File: config.mk
export PLATFORM = sky130hd
export DESIGN_NAME = fp_div_iter
export DESIGN_NICKNAME = d
export VERILOG_FILES = /design/src/rtl/fp_div_iter.sv
export SDC_FILE = /design/constraint.sdc
export NUM_CORES = 1
export LEC_CHECK = 0
export BUFFER_PORTS_ARGS = -buffer_cell sky130_fd_sc_hd__buf_2
export CAP_MARGIN = 20
export CORE_MARGIN = 5
export CORE_UTILIZATION = 55
export CTS_CLUSTER_DIAMETER = 30
export DETAILED_ROUTE_END_ITERATION = 10
export PLACE_DENSITY = 0.87
export REMOVE_ABC_BUFFERS = 1
export SETUP_SLACK_MARGIN = 0.1
export SKIP_LAST_GASP = 1
export SYNTH_ARGS = -nofsm -noshare
export SYNTH_HDL_FRONTEND = slang
export SYNTH_SLANG_ARGS = --single-unit
File: constraint.sdc
create_clock -name clk -period 6.2 [get_ports clk]
set_input_delay 0.93 -clock clk [delete_from_list [all_inputs] [get_ports clk]]
set_output_delay 0.93 -clock clk [all_outputs]
set_load 0.005 [all_outputs]
File: src/rtl/fp_div_iter.sv
// Iterative IEEE-754-style divider: quotient = dividend / divisor, radix-2 restoring, flush-to-zero.
// Latency: out_valid seen on the (MAN_W+5)th edge after accept, on the 2nd edge for special operands.
// Backpressure: result held in DONE until out_ready; in_ready only in IDLE. Macro FP_DIV_ROUND_EN selects RNE, else truncate.
module fp_div_iter #(
   parameter  int EXP_W = 8,
   parameter  int MAN_W = 23,
   localparam int W     = 1 + EXP_W + MAN_W
) (
   input  logic         clk,
   input  logic         rst_n,
   input  logic         in_valid,
   output logic         in_ready,
   input  logic [W-1:0] dividend,
   input  logic [W-1:0] divisor,
   output logic         out_valid,
   input  logic         out_ready,
   output logic [W-1:0] quotient,
   output logic [3:0]   flags
);

   // M: mantissa with hidden bit, QW: quotient bits produced, EW: signed working exponent
   localparam int M     = MAN_W + 1;
   localparam int QW    = MAN_W + 3;
   localparam int EW    = EXP_W + 2;
   localparam int CNT_W = $clog2(MAN_W + 2);

   localparam logic [EW-1:0] BIAS    = {3'b000, {(EXP_W-1){1'b1}}};
   localparam logic [EW-1:0] EXP_MAX = {2'b00, {EXP_W{1'b1}}};
   localparam logic [W-1:0]  QNAN    = {1'b0, {EXP_W{1'b1}}, 1'b1, {(MAN_W-1){1'b0}}};

`ifdef FP_DIV_ROUND_EN
   localparam logic RND_EN = 1'b1;
`else
   localparam logic RND_EN = 1'b0;
`endif

   typedef enum logic [2:0] {
      S_IDLE,
      S_UNPACK,
      S_ITER,
      S_NORM,
      S_DONE
   } state_t;

   state_t             state_q, state_d;
   logic [W-1:0]       a_q, a_d;
   logic [W-1:0]       b_q, b_d;
   logic               sign_q, sign_d;
   logic [EW-1:0]      exp_q, exp_d;
   logic [M-1:0]       div_q, div_d;
   logic [M:0]         rem_q, rem_d;
   logic [QW-1:0]      quo_q, quo_d;
   logic [CNT_W-1:0]   cnt_q, cnt_d;
   logic [W-1:0]       quotient_q, quotient_d;
   logic [3:0]         flags_q, flags_d;

   // operand fields of the registered inputs
   logic               a_s, b_s, sign_x;
   logic [EXP_W-1:0]   a_e, b_e;
   logic [MAN_W-1:0]   a_f, b_f;
   logic               a_zero, b_zero, a_inf, b_inf, a_nan, b_nan;

   assign a_s    = a_q[W-1];
   assign b_s    = b_q[W-1];
   assign a_e    = a_q[W-2:MAN_W];
   assign b_e    = b_q[W-2:MAN_W];
   assign a_f    = a_q[MAN_W-1:0];
   assign b_f    = b_q[MAN_W-1:0];
   assign sign_x = a_s ^ b_s;

   // exponent zero covers both zero and subnormal (flushed)
   assign a_zero = (a_e == '0);
   assign b_zero = (b_e == '0);
   assign a_inf  = (&a_e) && (a_f == '0);
   assign b_inf  = (&b_e) && (b_f == '0);
   assign a_nan  = (&a_e) && (a_f != '0);
   assign b_nan  = (&b_e) && (b_f != '0);

   // special-operand resolution, highest priority first
   logic               spec_vld;
   logic [W-1:0]       spec_res;
   logic [3:0]         spec_flg;

   // classify operands and pick the special result, if any
   always_comb begin
      spec_vld = 1'b0;
      spec_res = '0;
      spec_flg = 4'b0000;
      if (a_nan || b_nan) begin
         spec_vld = 1'b1;
         spec_res = QNAN;
      end else if ((a_zero && b_zero) || (a_inf && b_inf)) begin
         spec_vld = 1'b1;
         spec_res = QNAN;
         spec_flg = 4'b1000;
      end else if (a_inf) begin
         spec_vld = 1'b1;
         spec_res = {sign_x, {EXP_W{1'b1}}, {MAN_W{1'b0}}};
      end else if (b_zero) begin
         spec_vld = 1'b1;
         spec_res = {sign_x, {EXP_W{1'b1}}, {MAN_W{1'b0}}};
         spec_flg = 4'b0100;
      end else if (b_inf || a_zero) begin
         spec_vld = 1'b1;
         spec_res = {sign_x, {(W-1){1'b0}}};
      end
   end

   // one restoring step; in UNPACK it runs on the fresh mantissas so the first bit costs no extra cycle
   logic [M:0]         step_rem_in;
   logic [M-1:0]       step_div_in;
   logic [M+1:0]       step_diff;
   logic               step_bit;
   logic [M:0]         step_keep;
   logic [M:0]         step_rem_out;

   // restoring subtract-compare-shift
   always_comb begin
      step_rem_in  = (state_q == S_UNPACK) ? {1'b0, 1'b1, a_f} : rem_q;
      step_div_in  = (state_q == S_UNPACK) ? {1'b1, b_f} : div_q;
      step_diff    = {1'b0, step_rem_in} - {2'b00, step_div_in};
      step_bit     = ~step_diff[M+1];
      step_keep    = step_bit ? step_diff[M:0] : step_rem_in;
      step_rem_out = step_keep << 1;
   end

   // normalisation, rounding and range check of the finished quotient
   logic [M-1:0]       n_mant;
   logic               n_g, n_r, n_s, n_inc;
   logic [EW-1:0]      n_exp, n_exp_r;
   logic [M:0]         n_sum;
   logic [MAN_W-1:0]   n_frac;
   logic [W-1:0]       n_res;
   logic [3:0]         n_flg;

   // normalise, round, then saturate to inf or flush to zero
   always_comb begin
      if (quo_q[QW-1]) begin
         n_mant = quo_q[QW-1:2];
         n_g    = quo_q[1];
         n_r    = quo_q[0];
         n_exp  = exp_q;
      end else begin
         n_mant = quo_q[QW-2:1];
         n_g    = quo_q[0];
         n_r    = 1'b0;
         n_exp  = exp_q - EW'(1);
      end
      n_s     = (rem_q != '0);
      n_inc   = RND_EN & n_g & (n_r | n_s | n_mant[0]);
      n_sum   = {1'b0, n_mant} + {{M{1'b0}}, n_inc};
      n_exp_r = n_sum[M] ? (n_exp + EW'(1)) : n_exp;
      n_frac  = n_sum[M] ? n_sum[MAN_W:1] : n_sum[MAN_W-1:0];
      n_res   = {sign_q, n_exp_r[EXP_W-1:0], n_frac};
      n_flg   = 4'b0000;
      if (!n_exp_r[EW-1] && (n_exp_r >= EXP_MAX)) begin
         n_res = {sign_q, {EXP_W{1'b1}}, {MAN_W{1'b0}}};
         n_flg = 4'b0010;
      end else if (n_exp_r[EW-1] || (n_exp_r == '0)) begin
         n_res = {sign_q, {(W-1){1'b0}}};
         n_flg = 4'b0001;
      end
   end

   assign in_ready  = (state_q == S_IDLE) & rst_n;
   assign out_valid = (state_q == S_DONE);
   assign quotient  = quotient_q;
   assign flags     = flags_q;

   // control FSM: next state and next value of every datapath register
   always_comb begin
      state_d    = state_q;
      a_d        = a_q;
      b_d        = b_q;
      sign_d     = sign_q;
      exp_d      = exp_q;
      div_d      = div_q;
      rem_d      = rem_q;
      quo_d      = quo_q;
      cnt_d      = cnt_q;
      quotient_d = quotient_q;
      flags_d    = flags_q;
      case (state_q)
         S_IDLE: begin
            if (in_valid && in_ready) begin
               a_d        = dividend;
               b_d        = divisor;
               quotient_d = '0;
               flags_d    = 4'b0000;
               state_d    = S_UNPACK;
            end
         end
         S_UNPACK: begin
            if (spec_vld) begin
               quotient_d = spec_res;
               flags_d    = spec_flg;
               state_d    = S_DONE;
            end else begin
               sign_d  = sign_x;
               exp_d   = {2'b00, a_e} - {2'b00, b_e} + BIAS;
               div_d   = {1'b1, b_f};
               rem_d   = step_rem_out;
               quo_d   = {{(QW-1){1'b0}}, step_bit};
               cnt_d   = '0;
               state_d = S_ITER;
            end
         end
         S_ITER: begin
            rem_d = step_rem_out;
            quo_d = {quo_q[QW-2:0], step_bit};
            cnt_d = cnt_q + CNT_W'(1);
            if (cnt_q == CNT_W'(MAN_W + 1)) begin
               state_d = S_NORM;
            end
         end
         S_NORM: begin
            quotient_d = n_res;
            flags_d    = n_flg;
            state_d    = S_DONE;
         end
         S_DONE: begin
            if (out_ready) begin
               state_d = S_IDLE;
            end
         end
         default: state_d = S_IDLE;
      endcase
   end

   // state and datapath registers; reset discards any computation in flight
   always_ff @(posedge clk or negedge rst_n) begin
      if (!rst_n) begin
         state_q    <= S_IDLE;
         a_q        <= '0;
         b_q        <= '0;
         sign_q     <= 1'b0;
         exp_q      <= '0;
         div_q      <= '0;
         rem_q      <= '0;
         quo_q      <= '0;
         cnt_q      <= '0;
         quotient_q <= '0;
         flags_q    <= 4'b0000;
      end else begin
         state_q    <= state_d;
         a_q        <= a_d;
         b_q        <= b_d;
         sign_q     <= sign_d;
         exp_q      <= exp_d;
         div_q      <= div_d;
         rem_q      <= rem_d;
         quo_q      <= quo_d;
         cnt_q      <= cnt_d;
         quotient_q <= quotient_d;
         flags_q    <= flags_d;
      end
   end

endmodule

==> summary.txt <==
Die
  – Die Y: 148 um
  – Core ar.: between 0.015 and 0.02 mm^2
  – Initial core utilization: 0.559
  – DIE AREA: between 0.02 and 0.025 mm^2
  – I/O pin cnt: between 100 and 150
  – Die width: about 150 um
  – Core Rows: 50

Timing
  – Unrepaired setup endpoints after global routing: no
  – Final hold viol count: 0
  – Final min period: 4.73 ns
  – Setup Skew: 0.00990 ns
  – Final setup fails: 0
  – Max Slew Vio Count: 0
  – Tcrit/Tclk final: 0.764
  – TNS Setup: 0 ns
  – Hold WS: approximately 0.46 ns
  – Tightest Pin Transition: slightly above 1 ns
  – Fmax achieved: 211 MHz
  – Relative slew slack: 0.318

Clock network
  – CTS H-tree lvls: 4
  – TritonCTS clock tree: built
  – Clock Sinks: slightly below 200
  – Clock-pin transition on the worst setup and hold timing paths: approximately 0.070 ns
  – CTS Buf Count: 17
  – # Post-CTS Setup Buffers: 0
  – Root Driver: clkbuf_16
  – Worst-Skew Late Latency: approximately 0.44 ns
  – Clock buffer depth: 2
  – Cts hold-fix bufs: 0
  – PostCTS Resize Cnt: 0

Drt
  – Drt via density: about 6.0
  – WL/cell: 17.4 um
  – Drt first pass iters: 7
  – Total routed wirelength: 23.8 mm
  – DRT antenna net count: 0
  – Vias: slightly above 8k
  – Initial DRC Count: 508
  – Drt drc: 0

Global route
  – GRT Overall Usage: 0.224
  – Initial antenna violation count: 0
  – GRT Residual Overflow: 0
  – First-pass GRT wire length: between 40 and 50 mm
  – Number of global-route vias before repair: around 8.2k
  – Largest net degree at the start of global routing: 68

Cells and area
  – Layout cells sized above 1: 0.179
  – Inserted Diodes: 0
  – Non-Filler Instances: ~1.4k
  – Commonest non-fill, non-tap cell in the layout: dfrtp_1
  – Fin nets: 1229
  – Most frequent cells in the layout: 193 x dfrtp_1, 181 x nand2_1, 104 x buf_2
  – Filler Cells Inserted: between 1k and 1.5k
  – Final core utilization: 0.627
  – Layout area overhead: 12.3%

Synth
  – Leading area contributor after synthesis: dfrtp_1
  – Syn Area/Cell: between 10 and 15 um^2
  – Post-Syn Area: 0.0104 mm^2
  – Synth top area cells: dfrtp_1 46%, nand2_1 6.5%, mux2_1 4.7%
  – FFs w/ async S/R, synth: 1.00
  – Register bit count reported by yosys: 193
  – Syn Inst Count: between 1k and 1.5k
  – Register area share after synthesis: 0.462
  – Synth cell types: 70
  – Top FF cell, synth: dfrtp_1
  – Synth top area share: 0.462
  – Post-synth EDFFs: 0
  – Total of warnings raised by yosys: 0

Worst setup path
  – CP delay by family, top: compound AO/OA/AOI/OAI gates
  – Setup CP Type: reg -> reg
  – CP Cell Sequence: nor2b_1, nand2b_2, buf_4, mux2_2, ha_1, inv_1, fa_1, a211o_1, a2111oi_2, nor3_1, a21oi_1, a31oi_1, o21a_1, or3_1, a21oi_1
  – CP max-delay cell: nand2b_2
  – Startpoint types: register
  – CP peak stage delay: around 0.44 ns
  – Crit end category: register
  – Arrival time worst endpoint: 5.09 ns
  – CP max FO: 28
  – CP required: about 6.6 ns
  – CP bufs+invs: 2
  – CP dominant cell by count: a21oi_1

Power and ir drop
  – Pwr dens: a little over 600 mW/mm^2
  – Overall power: around 7 mW
  – Maximum vdd drop: around 0.39 mV
  – LEAKAGE: 5.52 nW

Placed design
  – RD Place Congestion: between 0.9 and 1
  – IO Port Bufs: 105
  – Placed cell count: 1338
  – Final HPWL DP: 16.7 mm

Status
  – Outcome: finished, final reports clean

Job
  – Max Cap Violations: 0

Min path
  – Min-delay worst type: in -> async
[routing by layer]
layer  share of wire  vias up  GRT usage
met5               0        -          0
met4           0.012        0     0.0471
met3           0.052       27     0.0399
met2            0.49      245      0.386
met1            0.45     4026      0.301
li1                -     3876          -
[path summary, 6_finish.rpt]
path	cells past startpoint	slack, ns	endpoint	startpoint
max reg2reg	15	1.47	rem_q[17]$_DFFE_PN0P_	state_q[2]$_DFFE_PN0P_
max	15	1.47	rem_q[17]$_DFFE_PN0P_	state_q[2]$_DFFE_PN0P_
min reg2reg	2	0.48	div_q[5]$_DFFE_PN0P_	div_q[5]$_DFFE_PN0P_
min	1	0.46	b_q[19]$_DFFE_PN0P_	rst_n
min in group clk	2	0.48	div_q[5]$_DFFE_PN0P_	div_q[5]$_DFFE_PN0P_
max in group asynchronous	2	4.54	a_q[2]$_DFFE_PN0P_	rst_n
[area by class of cell]
cell class / instances / area (um^2) / share of cell area
tap: 234 / 293 / 0.0249
multi-input combinational: 769 / 5300 / 0.451
clock buffer: 17 / 425 / 0.0363
timing repair buffer: 115 / 609 / 0.0519
inverter: 27 / 101 / 0.00864
clock inverter: 14 / 179 / 0.0152
sequential: 193 / 4830 / 0.412
[flip-flops by register name, summed over array words and instances (netlist names)]
signal	count
a_q	32
b_q	32
cnt_q	5
div_q	24
exp_q	10
flags	4
quo_q	26
quotient	32
rem_q	24
sign_q	1
state_q	3
[per-stage QoR]
step / setup slack, ns / cell area (um^2)
after floorplan: 1.14 / 10200
after global placement: 1.73 / 11100
after detailed placement: 1.57 / 11100
after CTS: 1.49 / 11700
after global routing: 1.15 / 11700
final: 1.47 / 11700
[logic make-up (layout without fill, tap and decap cells)]
group,Yosys count,count (layout),share of synthesized area
simple gates,330,330,0.144
compound gates,230,230,0.145
xor+xnor,37,37,0.0310
fa+ha+maj,38,38,0.0469
flops,193,193,0.462
buf+inv,81,173,0.0320
mux,134,134,0.139
[synth_stat cells (5+ instances only)]
master and number:
or3_1 7, a211o_1 5, nor3_1 8, o2bb2ai_1 22
clkbuf_1 37, dfrtp_1 193, mux2i_1 47, nor2b_1 7
a21oi_1 53, nand2b_1 9, buf_2 6, o21a_1 11
a221o_1 7, nand4_1 8, a31oi_1 6, mux2_1 44
and2_1 5, inv_1 26, nor2_1 51, mux2_2 43
nand3_1 14, a21o_1 16, xor2_1 17, o21ai_0 19
o211ai_1 7, nand2_1 182, o21ai_1 49, ha_1 36
nor4_1 19, xnor2_1 20, buf_1 6
[report_power, final]
group | total (mW) | switching, mW | leakage, nW | internal [mW]
registers | 2.22 | 0.458 | 2.43 | 1.76
logic | 3.78 | 2.17 | 2.80 | 1.62
clock network | 1.13 | 0.547 | 0.297 | 0.582
total | 7.13 | 3.17 | 5.52 | 3.96
(Power assumes the default switching activity.)
